<file path="src/rtl/hc_tx_port_arbiter_n_if.sv">
// hc_tx_port_arbiter_n_if
// Bundle of signals between the N-client Tx port arbiter and its clients.
// Ports (signals):
//   req[N]            per-client request level (client -> arbiter)
//   clientWEn[N]      per-client write enable (client -> arbiter)
//   clientData/Cntl   per-client byte lanes, client i at [i*DATA_W +: DATA_W]
//   gnt[N]            registered one-hot-or-zero grant (arbiter -> client)
//   HCTxPort*         registered muxed write enable / data / control toward the SIE
//   holdViolation     one-cycle pulse on a watchdog forced release
//   dbgState/dbgOwner current arbiter state (0 = IDLE, 1 = GRANT) and owner index
//
// Handshake: a client raises req and keeps it high for as long as it wants the
// port. The cycle after the arbiter samples req it may assert gnt; while gnt is
// high the client's WEn/Data/Cntl lanes are registered onto the port one cycle
// later. The client ends its tenure by dropping req; the arbiter may also end it
// early (holdViolation). There is always at least one idle cycle between grants.
interface hc_tx_port_arbiter_n_if #(
  parameter int N_CLIENTS = 3,
  parameter int DATA_W    = 8
);
  localparam int IDX_W = (N_CLIENTS > 1) ? $clog2(N_CLIENTS) : 1;

  logic [N_CLIENTS-1:0]        req;
  logic [N_CLIENTS-1:0]        gnt;
  logic [N_CLIENTS-1:0]        clientWEn;
  logic [N_CLIENTS*DATA_W-1:0] clientData;
  logic [N_CLIENTS*DATA_W-1:0] clientCntl;
  logic                        HCTxPortWEnable;
  logic [DATA_W-1:0]           HCTxPortData;
  logic [DATA_W-1:0]           HCTxPortCntl;
  logic                        holdViolation;
  logic                        dbgState;
  logic [IDX_W-1:0]            dbgOwner;

  modport master (
    input  req, clientWEn, clientData, clientCntl,
    output gnt, HCTxPortWEnable, HCTxPortData, HCTxPortCntl, holdViolation,
           dbgState, dbgOwner
  );

  modport slave (
    output req, clientWEn, clientData, clientCntl,
    input  gnt, HCTxPortWEnable, HCTxPortData, HCTxPortCntl, holdViolation,
           dbgState, dbgOwner
  );
endinterface

</file>
<file path="src/rtl/hc_tx_port_arbiter_n.sv">
// hc_tx_port_arbiter_n
// Grants exclusive use of the host-controller Tx port to one of N_CLIENTS
// requesters, either by fixed priority (index 0 highest, with optional
// starvation promotion) or round-robin, and registers the owner's byte lanes
// onto the port. A hold watchdog can force a long-holding owner off the port.
// Ports:
//   clk  port clock (usbClk domain)
//   rst  asynchronous active-low reset
//   bus  hc_tx_port_arbiter_n_if.master (req/gnt, client lanes, Tx port, debug)
module hc_tx_port_arbiter_n #(
  parameter int N_CLIENTS    = 3,
  parameter int DATA_W       = 8,
  parameter int RR_MODE      = 0,
  parameter int STARVE_LIMIT = 0,
  parameter int MAX_HOLD     = 0
) (
  input  logic                    clk,
  input  logic                    rst,
  hc_tx_port_arbiter_n_if.master  bus
);
  localparam int IDX_W     = (N_CLIENTS > 1) ? $clog2(N_CLIENTS) : 1;
  localparam int WAIT_W    = (STARVE_LIMIT > 0) ? $clog2(STARVE_LIMIT + 1) : 1;
  localparam int HOLD_W    = (MAX_HOLD > 0) ? $clog2(MAX_HOLD + 1) : 1;
  localparam bit STARVE_EN = (RR_MODE == 0) && (STARVE_LIMIT > 0);
  localparam bit HOLD_EN   = (MAX_HOLD > 0);

  typedef enum logic {IDLE = 1'b0, GRANT = 1'b1} state_t;

  state_t               state, stateNext;
  logic [IDX_W-1:0]     owner, ownerNext;
  logic [IDX_W-1:0]     ptr, ptrNext;
  logic [HOLD_W-1:0]    holdCnt, holdCntNext;
  logic [WAIT_W-1:0]    waitCnt [N_CLIENTS];
  logic [N_CLIENTS-1:0] starved;
  logic [IDX_W-1:0]     winner;
  logic                 winnerValid;
  int                   rrIdx;

  logic [N_CLIENTS-1:0] gntNext;
  logic                 weNext;
  logic [DATA_W-1:0]    dataNext;
  logic [DATA_W-1:0]    cntlNext;
  logic                 violNext;

  assign bus.dbgState = logic'(state);
  assign bus.dbgOwner = owner;

  // A saturated counter only promotes a client that is still requesting, so a
  // client that just withdrew can never be handed the port.
  always_comb begin
    starved = '0;
    for (int i = 0; i < N_CLIENTS; i++) begin
      starved[i] = bus.req[i] && (waitCnt[i] == WAIT_W'(STARVE_LIMIT));
    end
  end

  // Winner selection. Loops scan from the far end so the last hit is the
  // preferred candidate (lowest index, or nearest after the RR pointer).
  always_comb begin
    winner      = '0;
    winnerValid = 1'b0;
    rrIdx       = 0;
    if (RR_MODE != 0) begin
      for (int k = N_CLIENTS; k >= 1; k--) begin
        rrIdx = (int'(ptr) + k) % N_CLIENTS;
        if (bus.req[rrIdx]) begin
          winner      = IDX_W'(rrIdx);
          winnerValid = 1'b1;
        end
      end
    end else begin
      for (int i = N_CLIENTS - 1; i >= 0; i--) begin
        if (bus.req[i]) begin
          winner      = IDX_W'(i);
          winnerValid = 1'b1;
        end
      end
      if (STARVE_EN) begin
        for (int i = N_CLIENTS - 1; i >= 0; i--) begin
          if (starved[i]) winner = IDX_W'(i);
        end
      end
    end
  end

  // Next state and registered-output values.
  always_comb begin
    stateNext   = state;
    ownerNext   = owner;
    ptrNext     = ptr;
    holdCntNext = holdCnt;
    gntNext     = '0;
    weNext      = 1'b0;
    dataNext    = '0;
    cntlNext    = '0;
    violNext    = 1'b0;
    case (state)
      IDLE: begin
        if (winnerValid) begin
          stateNext       = GRANT;
          ownerNext       = winner;
          gntNext[winner] = 1'b1;
          holdCntNext     = HOLD_W'(1);
          if (RR_MODE != 0) ptrNext = winner;
        end
      end
      GRANT: begin
        // The owner's lanes are captured on every edge of its tenure,
        // including the edge on which it releases normally.
        weNext   = bus.clientWEn[owner];
        dataNext = bus.clientData[int'(owner)*DATA_W +: DATA_W];
        cntlNext = bus.clientCntl[int'(owner)*DATA_W +: DATA_W];
        if (!bus.req[owner]) begin
          stateNext   = IDLE;
          holdCntNext = '0;
        end else if (HOLD_EN && (holdCnt == HOLD_W'(MAX_HOLD))) begin
          // Forced release: drop the in-flight byte so nothing partial is
          // written toward the SIE.
          stateNext   = IDLE;
          holdCntNext = '0;
          violNext    = 1'b1;
          weNext      = 1'b0;
          dataNext    = '0;
          cntlNext    = '0;
        end else begin
          gntNext[owner] = 1'b1;
          if (HOLD_EN) holdCntNext = holdCnt + HOLD_W'(1);
        end
      end
      default: stateNext = IDLE;
    endcase
  end

  always_ff @(posedge clk or negedge rst) begin
    if (!rst) begin
      state               <= IDLE;
      owner               <= '0;
      ptr                 <= IDX_W'(N_CLIENTS - 1);
      holdCnt             <= '0;
      bus.gnt             <= '0;
      bus.HCTxPortWEnable <= 1'b0;
      bus.HCTxPortData    <= '0;
      bus.HCTxPortCntl    <= '0;
      bus.holdViolation   <= 1'b0;
    end else begin
      state               <= stateNext;
      owner               <= ownerNext;
      ptr                 <= ptrNext;
      holdCnt             <= holdCntNext;
      bus.gnt             <= gntNext;
      bus.HCTxPortWEnable <= weNext;
      bus.HCTxPortData    <= dataNext;
      bus.HCTxPortCntl    <= cntlNext;
      bus.holdViolation   <= violNext;
    end
  end

  // Starvation counters exist only for fixed priority with promotion enabled.
  generate
    if (STARVE_EN) begin : gWait
      always_ff @(posedge clk or negedge rst) begin
        if (!rst) begin
          for (int i = 0; i < N_CLIENTS; i++) waitCnt[i] <= '0;
        end else begin
          for (int i = 0; i < N_CLIENTS; i++) begin
            if (!bus.req[i] || bus.gnt[i] || gntNext[i]) begin
              waitCnt[i] <= '0;
            end else if (waitCnt[i] != WAIT_W'(STARVE_LIMIT)) begin
              waitCnt[i] <= waitCnt[i] + WAIT_W'(1);
            end
          end
        end
      end
    end else begin : gNoWait
      always_comb begin
        for (int i = 0; i < N_CLIENTS; i++) waitCnt[i] = '0;
      end
    end
  endgenerate

endmodule

</file>
<file path="src/flat_wrapper.sv">
// flat-port wrapper written by rule: the top's interface ports become plain ports
module hc_tx_port_arbiter_n_flat 
#(
  parameter int N_CLIENTS    = 3,
  parameter int DATA_W       = 8,
  parameter int RR_MODE      = 0,
  parameter int STARVE_LIMIT = 0,
  parameter int MAX_HOLD     = 0
)
  (clk, rst, bus_req, bus_clientWEn, bus_clientData, bus_clientCntl, bus_gnt, bus_HCTxPortWEnable, bus_HCTxPortData, bus_HCTxPortCntl, bus_holdViolation, bus_dbgState, bus_dbgOwner);
  hc_tx_port_arbiter_n_if #(.N_CLIENTS(N_CLIENTS), .DATA_W(DATA_W)) bus_i ();
  input  logic clk;
  input  logic rst;
  input wire logic [$bits(bus_i.req)-1:0] bus_req;
  input wire logic [$bits(bus_i.clientWEn)-1:0] bus_clientWEn;
  input wire logic [$bits(bus_i.clientData)-1:0] bus_clientData;
  input wire logic [$bits(bus_i.clientCntl)-1:0] bus_clientCntl;
  output wire logic [$bits(bus_i.gnt)-1:0] bus_gnt;
  output wire logic [$bits(bus_i.HCTxPortWEnable)-1:0] bus_HCTxPortWEnable;
  output wire logic [$bits(bus_i.HCTxPortData)-1:0] bus_HCTxPortData;
  output wire logic [$bits(bus_i.HCTxPortCntl)-1:0] bus_HCTxPortCntl;
  output wire logic [$bits(bus_i.holdViolation)-1:0] bus_holdViolation;
  output wire logic [$bits(bus_i.dbgState)-1:0] bus_dbgState;
  output wire logic [$bits(bus_i.dbgOwner)-1:0] bus_dbgOwner;
  assign bus_i.req = bus_req;
  assign bus_i.clientWEn = bus_clientWEn;
  assign bus_i.clientData = bus_clientData;
  assign bus_i.clientCntl = bus_clientCntl;
  assign bus_gnt = bus_i.gnt;
  assign bus_HCTxPortWEnable = bus_i.HCTxPortWEnable;
  assign bus_HCTxPortData = bus_i.HCTxPortData;
  assign bus_HCTxPortCntl = bus_i.HCTxPortCntl;
  assign bus_holdViolation = bus_i.holdViolation;
  assign bus_dbgState = bus_i.dbgState;
  assign bus_dbgOwner = bus_i.dbgOwner;
  hc_tx_port_arbiter_n #(.N_CLIENTS(N_CLIENTS), .DATA_W(DATA_W), .RR_MODE(RR_MODE), .STARVE_LIMIT(STARVE_LIMIT), .MAX_HOLD(MAX_HOLD)) u_core (.clk(clk), .rst(rst), .bus(bus_i));
endmodule
</file>
<file path="config.mk">
export PLATFORM = sky130hd
export DESIGN_NAME = hc_tx_port_arbiter_n_flat
export DESIGN_NICKNAME = d
export VERILOG_FILES = /design/src/rtl/hc_tx_port_arbiter_n_if.sv /design/src/rtl/hc_tx_port_arbiter_n.sv /design/src/flat_wrapper.sv
export SDC_FILE = /design/constraint.sdc
export NUM_CORES = 1
export LEC_CHECK = 0
export BUFFER_PORTS_ARGS = -buffer_cell sky130_fd_sc_hd__buf_4
export CAP_MARGIN = 30
export CORE_MARGIN = 2
export CORE_UTILIZATION = 35
export DETAILED_ROUTE_END_ITERATION = 6
export PLACE_DENSITY = 0.67
export SYNTH_ARGS = -nofsm -noshare
export SYNTH_HDL_FRONTEND = slang
export SYNTH_SLANG_ARGS = --single-unit
</file>
<file path="constraint.sdc">
create_clock -name clk -period 1.23 [get_ports clk]
set_input_delay 0.246 -clock clk [delete_from_list [all_inputs] [get_ports clk]]
set_output_delay 0.246 -clock clk [all_outputs]
set_load 0.1 [all_outputs]
</file>
==> metrics, run 1 <==
status=finished, violations left; failing checks=setup timing; die area=between 4000 and 5000 µm²; mux contribution to synthesized area=roughly 13%; antenna cell count=0; Syn. warnings=0; clk slew on worst S/H paths=0.09 ns; DRC=0; clk_lat worst skew=0.28 ns; first-pass GRT wire length=about 5.7 mm; initial core utilization=a little over a third; HPWL Detailed=~2.7 mm; number of fill cells=330; Final Skew=between 0.009 and 0.01 ns; Arr. time, crit path=~1.5 ns; mapped cell area=~1300 µm²; Final Util=about three fifths; placed inst area=between 1500 and 2000 µm²; final setup fails=20; IO Count=80; Die W=~65 µm; LEAKAGE=around 0.0011 µW; top post-synthesis cells by count=23 x dfrtp_1, 18 x nand2_1, 17 x mux2i_1, 17 x or2_1, 15 x a21boi_2; WL final=3.64 mm; crit path launch=u_core.bus.dbgOwner[0]$_DFFE_PN0P_; num rows=22; final net count=around 270; CTS Buffer Depth=2; Slew Viols, Final=0; Final min period=1.33 ns; VDD IR max=1140 µV; Crit Path Class=register to register; die span in y=65.4 µm; #FFs+latches synth=23; xor/xnor share of the synthesized area=0%; synthesized-area fraction occupied by and/or/nand/nor cells=17.2%; largest family of logic cells by synthesized area=compound AO/OA/AOI/OAI gates; RSZ-0062 raised after global routing=true; Post-Synth Adder-Cell Area=0%; CTS root buffer=clkbuf_8; slowest CP cell=dfrtp_4; Final ANT Viol Nets=0; gr usage total=between 15 and 20%; area added between synthesis and finish=65.4%; Critical Path RT=about 1.4 ns; slowest stage delay, CP=approximately 0.50 ns; final hold vios=0; Remaining Overflow, GRT=0; number of buffers created by CTS=3; cells along the critical path=buf_6 -> buf_12 -> mux2i_1 -> or2_1 -> a21boi_1; fin crit share=108%; Hold Startpoint=bus_req[0]; cell taking the most area after synthesis=dfrtp_1; design area=2180 µm²; hold slack=around 0.19 ns; Post-Syn Area per Cell=between 10 and 15 µm²; Async SR Flop Fraction=between 90% and 100%; largest net degree at the start of global routing=24; number of global-route vias before repair=1261; setup_tns=-1.22 ns; P per Cell Area=approximately 3100 nW/µm²; H-Tree Depth=1; Yosys top cell area share=43.6%; DR pass1 iterations=4; Iteration-0 DRC Markers=31; Via density=around 4.5; CTS sink count=23; count leader, synth=dfrtp_1; initial antenna violation count=0; worst hold path class=input port to register; dpl cells=between 200 and 250; Max Cap Viol=0; synth top area cells=dfrtp_1 44%, mux2i_1 13%, a21boi_2 13%; share of cells above drive strength 1=58.0%; Distinct cells, synth=25; f_max=about 750 MHz; Avg WL per Cell=14.0 µm; Finished Layout Cells=260; post-synthesis compound-gate area fraction=between 10% and 20%; setup ws final=-0.102 ns; FF-to-FF Start=u_core.bus.dbgOwner[0]$_DFFE_PN0P_; Cells after Synth=~120; Core Region=roughly 3600 µm²; crit path capture type=register; TritonCTS clock tree=done; number of synthesized flops with an enable pin=0; port bufs=78; via count of the routed design=1181; Synthesized Nets=179; register area share after synthesis=a little over two fifths; Crit Path Max Fanout=7; final RePlAce weighted congestion=slightly above 0.8; commonest register cell after synthesis=dfrtp_1; Startpoint Class=register
layout by cell type (no fill, tap or decap), types with 2 or more instances in the layout:
master    count
dfrtp_4       3
nand2_2       3
clkbuf_8      3
nor3_1        2
mux2i_1      17
o21ai_1       2
buf_6         8
nor2b_1       2
dfrtp_1      20
or2_1        17
buf_4        81
buf_8         2
nor2_1        3
buf_12        3
a21boi_2     16
nand2_1      15
o22a_1        2
sequential cells by signal, indices dropped and copies added, names as in the netlist:
register	count
u_core.bus.HCTxPortWEnable	1
u_core.bus.dbgState	1
u_core.bus.dbgOwner	2
u_core.bus.HCTxPortCntl	8
u_core.bus.gnt	3
u_core.bus.HCTxPortData	8
through the flow:
step | setup WS, ns | total power, µW
final | -0.102 | 6830
after detailed placement | -0.0176 | 5800
after global routing | -0.135 | 7150
after floorplan | -0.198 | 4880
after global placement | 0.0359 | 5740
after CTS | -0.0851 | 6670
what timing repair did:
| item | in CTS | in global routing |
|---|---|---|
| pin swaps | 1 | 1 |
| hold endpoints to repair | 23 | 0 |
| hold buffers | 1 | 0 |
| endpoints found under the setup margin | 12 | 21 |
| buffers inserted | 8 | 0 |
| gates resized for setup | 12 | 8 |
| gates cloned | 0 | 1 |
kinds of logic (layout without fill, tap and decap cells):
group,after synthesis,in the layout
AND/OR/NAND/NOR,45,45
AO/OA/AOI/OAI,25,25
buffers and inverters,12,101
multiplexers,17,17
other,1,1
flip-flops,23,23
critical path: cells and delay by family (launching register included):
family	cells	cell delay, ns
compound gates	1	0.16
buf+inv	2	0.28
flops	1	0.50
mux	1	0.10
simple gates	1	0.20
final timing paths:
kind                                                        end  cells after the start  slack, ns
setup / recovery           u_core.bus.HCTxPortWEnable$_DFF_PN0_                      5      -0.10
min in group asynchronous           u_core.bus.gnt[2]$_DFF_PN0_                      2       0.40
hold reg to reg              u_core.bus.dbgOwner[1]$_DFFE_PN0P_                      1       0.63
setup reg to reg           u_core.bus.HCTxPortWEnable$_DFF_PN0_                      5      -0.10
max in group asynchronous    u_core.bus.dbgOwner[1]$_DFFE_PN0P_                      2       0.57
hold / removal               u_core.bus.dbgOwner[0]$_DFFE_PN0P_                      2       0.19
per-layer routing:
| layer | GRT usage [%] | share of wire, % |
|---|---|---|
| met5 | 0 | 0 |
| met4 | 8.33 | 2.4 |
| met3 | 3.08 | 4.8 |
| met2 | 33.2 | 55 |
| met1 | 18.9 | 37 |
report_power, final:
group          internal, µW  leakage [µW]  switching [µW]  total (µW)
clock                   227     0.0000255             262         489
sequential             1090      0.000291             139        1230
combinational          1790      0.000737            3320        5120
layout make-up:
| class | instances | area, µm² | area share, % |
|---|---|---|---|
| Timing Repair Buffer | 96 | 823 | 37.8 |
| Multi-Input combinational cell | 88 | 661 | 30.3 |
| Sequential cell | 23 | 587 | 26.9 |
| Tap cell | 48 | 60.1 | 2.75 |
| Clock buffer | 3 | 41.3 | 1.89 |
| Clock inverter | 1 | 5.00 | 0.229 |
| Inverter | 1 | 3.75 | 0.172 |
(Power assumes the default switching activity.)
==> run 2, diff against run 1 <==
BUFFER_PORTS_ARGS = -buffer_cell sky130_fd_sc_hd__buf_2   (was -buffer_cell sky130_fd_sc_hd__buf_4)
==> run 2 against run 1 <==
Largest power group unchanged; critical path type is now register to output port; sequential power up 12%; the flow still finishes with violations (setup timing); sequential share of layout area fell by 0.47 points; clock-buffer cell count rose by 1; critical endpoint is now bus_dbgOwner[0]; design area grew 1.8%.
==> metrics, run 2 (synthesis gave the netlist of run 1 again) <==
slew margin rel.=64.3%; clk_lat worst skew=between 0.2 and 0.3 ns; P per Cell Area=~3300 nW/µm²; Critical Path RT=0.98 ns; DR pass1 iterations=4; reg2reg path depth=5; Avg WL per Cell=about 14 µm; most common cell after layout, fill and taps aside=buf_2; placed inst area=approximately 2100 µm²; Arr. time, crit path=between 1 and 1.5 ns; number of buffers created by CTS=3; CTS Buffer Depth=2; Iteration-0 DRC Markers=40; H-Tree Depth=1; final RePlAce weighted congestion=between 0.7 and 0.8; failing checks=setup timing; RSZ-0062 raised after global routing=true; Max Cap Viol=0; worst hold path class=input port to register; final setup fails=19; top flop regs=u_core.bus.HCTxPortCntl (8), u_core.bus.HCTxPortData (8), u_core.bus.gnt (3); WL final=3.48 mm; M1 WL=1.28 mm; IO Count=80; metal2 WL=approximately 2 mm; num rows=22; LEAKAGE=around 0.0010 µW; number of fill cells=about 320; via count of the routed design=between 1k and 1.5k; r2r setup slk=-0.08 ns; die area=between 4000 and 5000 µm²; initial antenna violation count=0; port bufs=78; Multi-input gate area=657 µm²; first-pass GRT wire length=about 5.5 mm; TritonCTS clock tree=done; highest-count cells in the layout ignoring fill and taps=55 x buf_2, 24 x buf_12, 20 x dfrtp_1, 17 x mux2i_1, 17 x or2_1; VDD IR max=1580 µV; HPWL Detailed=around 2.6 mm; number of global-route vias before repair=around 1.2k; Die W=65.4 µm; final hold vios=0; CTS root buffer=clkbuf_8; setup ws final=-0.0784 ns; Finished Layout Cells=approximately 260; die span in y=~65 µm; Core Region=~3600 µm²; largest net degree at the start of global routing=24; FF+latch area=slightly below 600 µm²; antenna cell count=0; clk slew on worst S/H paths=around 0.080 ns; FF-to-FF Start=u_core.bus.dbgOwner[0]$_DFFE_PN0P_; status=finished, violations left; DRC=0; fin crit share=106%; hold endpoint=u_core.bus.HCTxPortWEnable$_DFF_PN0_; initial core utilization=between 30% and 40%; Via density=between 4 and 5; CTS sink count=23; Final ANT Viol Nets=0; Final min period=around 1.3 ns; Crit Path Class=register to output port; crit path capture type=output port; area added between synthesis and finish=68.3%; final net count=between 200 and 300; total power=7290 µW; design area=2220 µm²; met3 routed wirelength=165 µm; dpl cells=around 250; Final Skew=between 0.0015 and 0.002 ns; Worst-Margin Slew=roughly 0.54 ns; hold path depth=3; uppermost layer routed=met4; f_max=around 760 MHz; gr usage total=around 17%; share of cells above drive strength 1=~56%; Slew Viols, Final=0; Crit Path Max Fanout=6; Hold Startpoint=bus_clientWEn[2]; reg2reg end=u_core.bus.HCTxPortCntl[3]$_DFF_PN0_; Remaining Overflow, GRT=0; Startpoint Class=register
## run 2: routing by layer
layer	track usage, %	up-vias
met2	32.8	30
li1	-	576
met4	7.03	0
met3	1.88	2
met1	18.9	567
met5	0	-
## run 2: report_power, final
group / switching, µW / internal [µW]
clock network: 234 / 231
registers: 288 / 1090
logic: 3260 / 2190
total: 3780 / 3520
## run 2: critical path, stage by stage, from the launching register on
cell and delay [ns]:
dfrtp_4 0.49, buf_6 0.15, buf_12 0.16
## run 2: per-stage QoR
step | utilization, % | setup TNS, ns | setup slack, ns | hold slack [ns]
after floorplan | - | -3.27 | -0.198 | -0.0496
after global placement | 58.2 | 0 | 0.0459 | 0.259
after detailed placement | 58.2 | 0 | 0.00910 | 0.252
after CTS | 60.7 | -0.885 | -0.0918 | 0.208
after global routing | 61.1 | -2.00 | -0.126 | 0.216
final | 61.1 | -0.787 | -0.0784 | 0.214
## run 2: what timing repair did
item                                    CTS  global route
hold buffers                              1             0
setup buffers                             4             0
pin swaps                                 1             1
endpoints found under the setup margin    3            21
hold endpoints to repair                 23             0
resized for setup                         2             4
cloned                                    0             1
## run 2: cell type report
cell class / instances / area share (%)
clock buffers: 4 / 2.03
flip-flops and latches: 23 / 26.4
repair buffers: 92 / 39.1
multi-input cells: 88 / 29.6
inverters: 1 / 0.169
well taps: 48 / 2.71
## run 2: worst max path at each step
stage / startpoint / to / slack, ns
3_3_place_gp: u_core.bus.dbgOwner[0]$_DFFE_PN0P_ / u_core.bus.HCTxPortData[2]$_DFF_PN0_ / 0.05
6_report: u_core.bus.dbgOwner[0]$_DFFE_PN0P_ / bus_dbgOwner[0] / -0.08
4_1_cts: u_core.bus.dbgOwner[0]$_DFFE_PN0P_ / u_core.bus.HCTxPortCntl[3]$_DFF_PN0_ / -0.09
5_1_grt: u_core.bus.dbgOwner[0]$_DFFE_PN0P_ / u_core.bus.HCTxPortData[0]$_DFF_PN0_ / -0.13
2_1_floorplan: u_core.bus.dbgOwner[0]$_DFFE_PN0P_ / u_core.bus.dbgState$_DFF_PN0_ / -0.20
3_5_place_dp: u_core.bus.dbgOwner[0]$_DFFE_PN0P_ / u_core.bus.HCTxPortData[6]$_DFF_PN0_ / 0.009
==> run 3, diff against run 2 <==
CORE_ASPECT_RATIO = 1.75   (was not set)
==> run 3 against run 2 <==
Setup slack worse by 0.018 ns; largest power group unchanged; critical path type is now register to register; sequential cell count stayed put; maximum frequency is 1.4% lower; critical path depth is 3 higher; the run still ends with setup timing left; highest routed layer unchanged; non-clock buffer count is 3 higher.
==> metrics, run 3 (synthesis gave the netlist of run 1 again) <==
initial antenna violation count=0; Arr. time, crit path=~1.5 ns; Slew Viols, Final=0; Die W=50.4 µm; final RePlAce weighted congestion=between 0.7 and 0.8; Remaining Overflow, GRT=0; largest net degree at the start of global routing=17; HPWL Detailed=between 2 and 3 mm; first-pass GRT wire length=about 5.4 mm; antenna cell count=0; Core Region=approximately 3600 µm²; slowest stage delay, CP=about 0.50 ns; LEAKAGE=between 0.001 and 0.0015 µW; number of global-route vias before repair=between 1k and 1.5k; FF-to-FF Start=u_core.bus.dbgOwner[0]$_DFFE_PN0P_; P per Cell Area=around 3300 nW/µm²; CTS Buffer Depth=2; final setup fails=19; cell-internal power=roughly 3700 µW; CTS root buffer=clkbuf_8; M1 WL=between 1 and 1.5 mm; Via density=roughly 4.6; Max Cap Viol=0; Crit Path Max Fanout=8; r2r setup slk=-0.1 ns; status=finished, violations left; sequential share of power=18.7%; port bufs=around 80; hold slack=approximately 0.22 ns; Final ANT Viol Nets=0; crit path launch=u_core.bus.dbgOwner[0]$_DFFE_PN0P_; final hold vios=0; clk_lat worst skew=0.26 ns; VDD IR max=roughly 1900 µV; failing checks=setup timing; metal2 WL=roughly 2.0 mm; reg2reg path depth=5; Worst path top cell family by delay=flip-flops; IO Count=80; num rows=29; sw frac=around half; Iteration-0 DRC Markers=13; gr usage total=around 17%; most common cell after layout, fill and taps aside=buf_2; setup ws final=-0.0966 ns; Final Skew=between 0.001 and 0.0015 ns; CP endpoint=u_core.bus.HCTxPortData[0]$_DFF_PN0_; CTS sink count=23; CP most frequent cell=buf_12; Avg WL per Cell=between 10 and 15 µm; Hold Startpoint=bus_clientData[18]; met3 routed wirelength=197 µm; total power=7460 µW; Buf/Inv on CP=2; fin crit share=108%; share of cells above drive strength 1=a little under three fifths; P_sw=approximately 3800 µW; Startpoint Class=register; final net count=approximately 270; Critical Path RT=between 1 and 1.5 ns; worst hold path class=input port to register; TritonCTS clock tree=done; WL final=roughly 3.4 mm; cells along the critical path=buf_12 -> buf_12 -> mux2i_1 -> or2_1 -> a21boi_2; clock group share of total power=6.2%; number of buffers created by CTS=3; f_max=754 MHz; crit path capture type=register; DR pass1 iterations=3; top flop regs=u_core.bus.HCTxPortCntl (8), u_core.bus.HCTxPortData (8), u_core.bus.gnt (3); clk slew on worst S/H paths=0.08 ns; DRC=0; Final min period=~1.3 ns; slowest CP cell=dfrtp_4; via count of the routed design=1194; Crit Path Class=register to register; number of fill cells=a little over 300; initial core utilization=~36%; H-Tree Depth=1; die span in y=85.2 µm; reg2reg end=u_core.bus.HCTxPortData[0]$_DFF_PN0_; highest-count cells in the layout ignoring fill and taps=55 x buf_2, 26 x buf_12, 20 x dfrtp_1, 17 x mux2i_1, 17 x or2_1; area added between synthesis and finish=73.1%; RSZ-0062 raised after global routing=true; critical path depth=5; Comb pwr share=about three quarters; die area=about 4300 µm²; uppermost layer routed=met4
[run 3: worst min-delay path by stage]
stage | endpoint | slack, ns | cells after the start
2_1_floorplan | u_core.bus.HCTxPortCntl[0]$_DFF_PN0_ | -0.05 | 0
3_3_place_gp | u_core.bus.HCTxPortCntl[2]$_DFF_PN0_ | 0.18 | 1
3_5_place_dp | u_core.bus.HCTxPortCntl[2]$_DFF_PN0_ | 0.18 | 1
4_1_cts | u_core.bus.HCTxPortData[2]$_DFF_PN0_ | 0.21 | 3
5_1_grt | u_core.bus.HCTxPortWEnable$_DFF_PN0_ | 0.22 | 3
6_report | u_core.bus.HCTxPortData[2]$_DFF_PN0_ | 0.22 | 3
[run 3: layout make-up]
class	instances	area (µm²)	share of cell area (%)
Inverter	1	3.75	0.164
Timing Repair Buffer	95	932	40.8
Clock buffer	4	45.0	1.97
Sequential cell	23	587	25.7
Multi-Input combinational cell	88	657	28.8
Tap cell	46	57.6	2.52
[run 3: stage by stage]
step | instance area (µm²) | utilization (%) | std cells | setup slack [ns] | setup TNS [ns]
3_5_place_dp | 2130 | 58.7 | 245 | 0.0238 | 0
2_1_floorplan | 1340 | - | 123 | -0.198 | -3.27
3_3_place_gp | 2130 | 58.7 | 245 | 0.0524 | 0
5_1_grt | 2280 | 62.9 | 257 | -0.130 | -2.06
4_1_cts | 2240 | 61.7 | 255 | -0.0793 | -1.17
6_report | 2280 | 62.9 | 257 | -0.0966 | -1.18
[run 3: repair_timing]
item,4_1_cts,5_1_grt
pin swaps,0,2
gates resized for setup,1,3
setup buffers,5,1
hold buffers,1,0
hold endpoints to repair,14,0
cloned,0,1
endpoints found under the setup margin,3,22
[run 3: worst min-delay path, stage by stage]
cell      delay (ns)
buf_2           0.10
nand2_2         0.05
a21boi_2        0.04
[run 3: routing by layer]
layer / vias up / global-route usage, %
li1: 582 / -
met1: 566 / 17.0
met2: 42 / 31.8
met4: 0 / 8.35
met3: 4 / 1.58
met5: - / 0
[run 3: power by group through the flow]
stage / logic (µW) / registers, µW / clock network, µW
2_1_floorplan: 1480 / 3400 / 0
3_3_place_gp: 5120 / 1530 / 0
3_5_place_dp: 5160 / 1540 / 0
4_1_cts: 5510 / 1400 / 469
5_1_grt: 5830 / 1430 / 505
6_report: 5610 / 1400 / 460
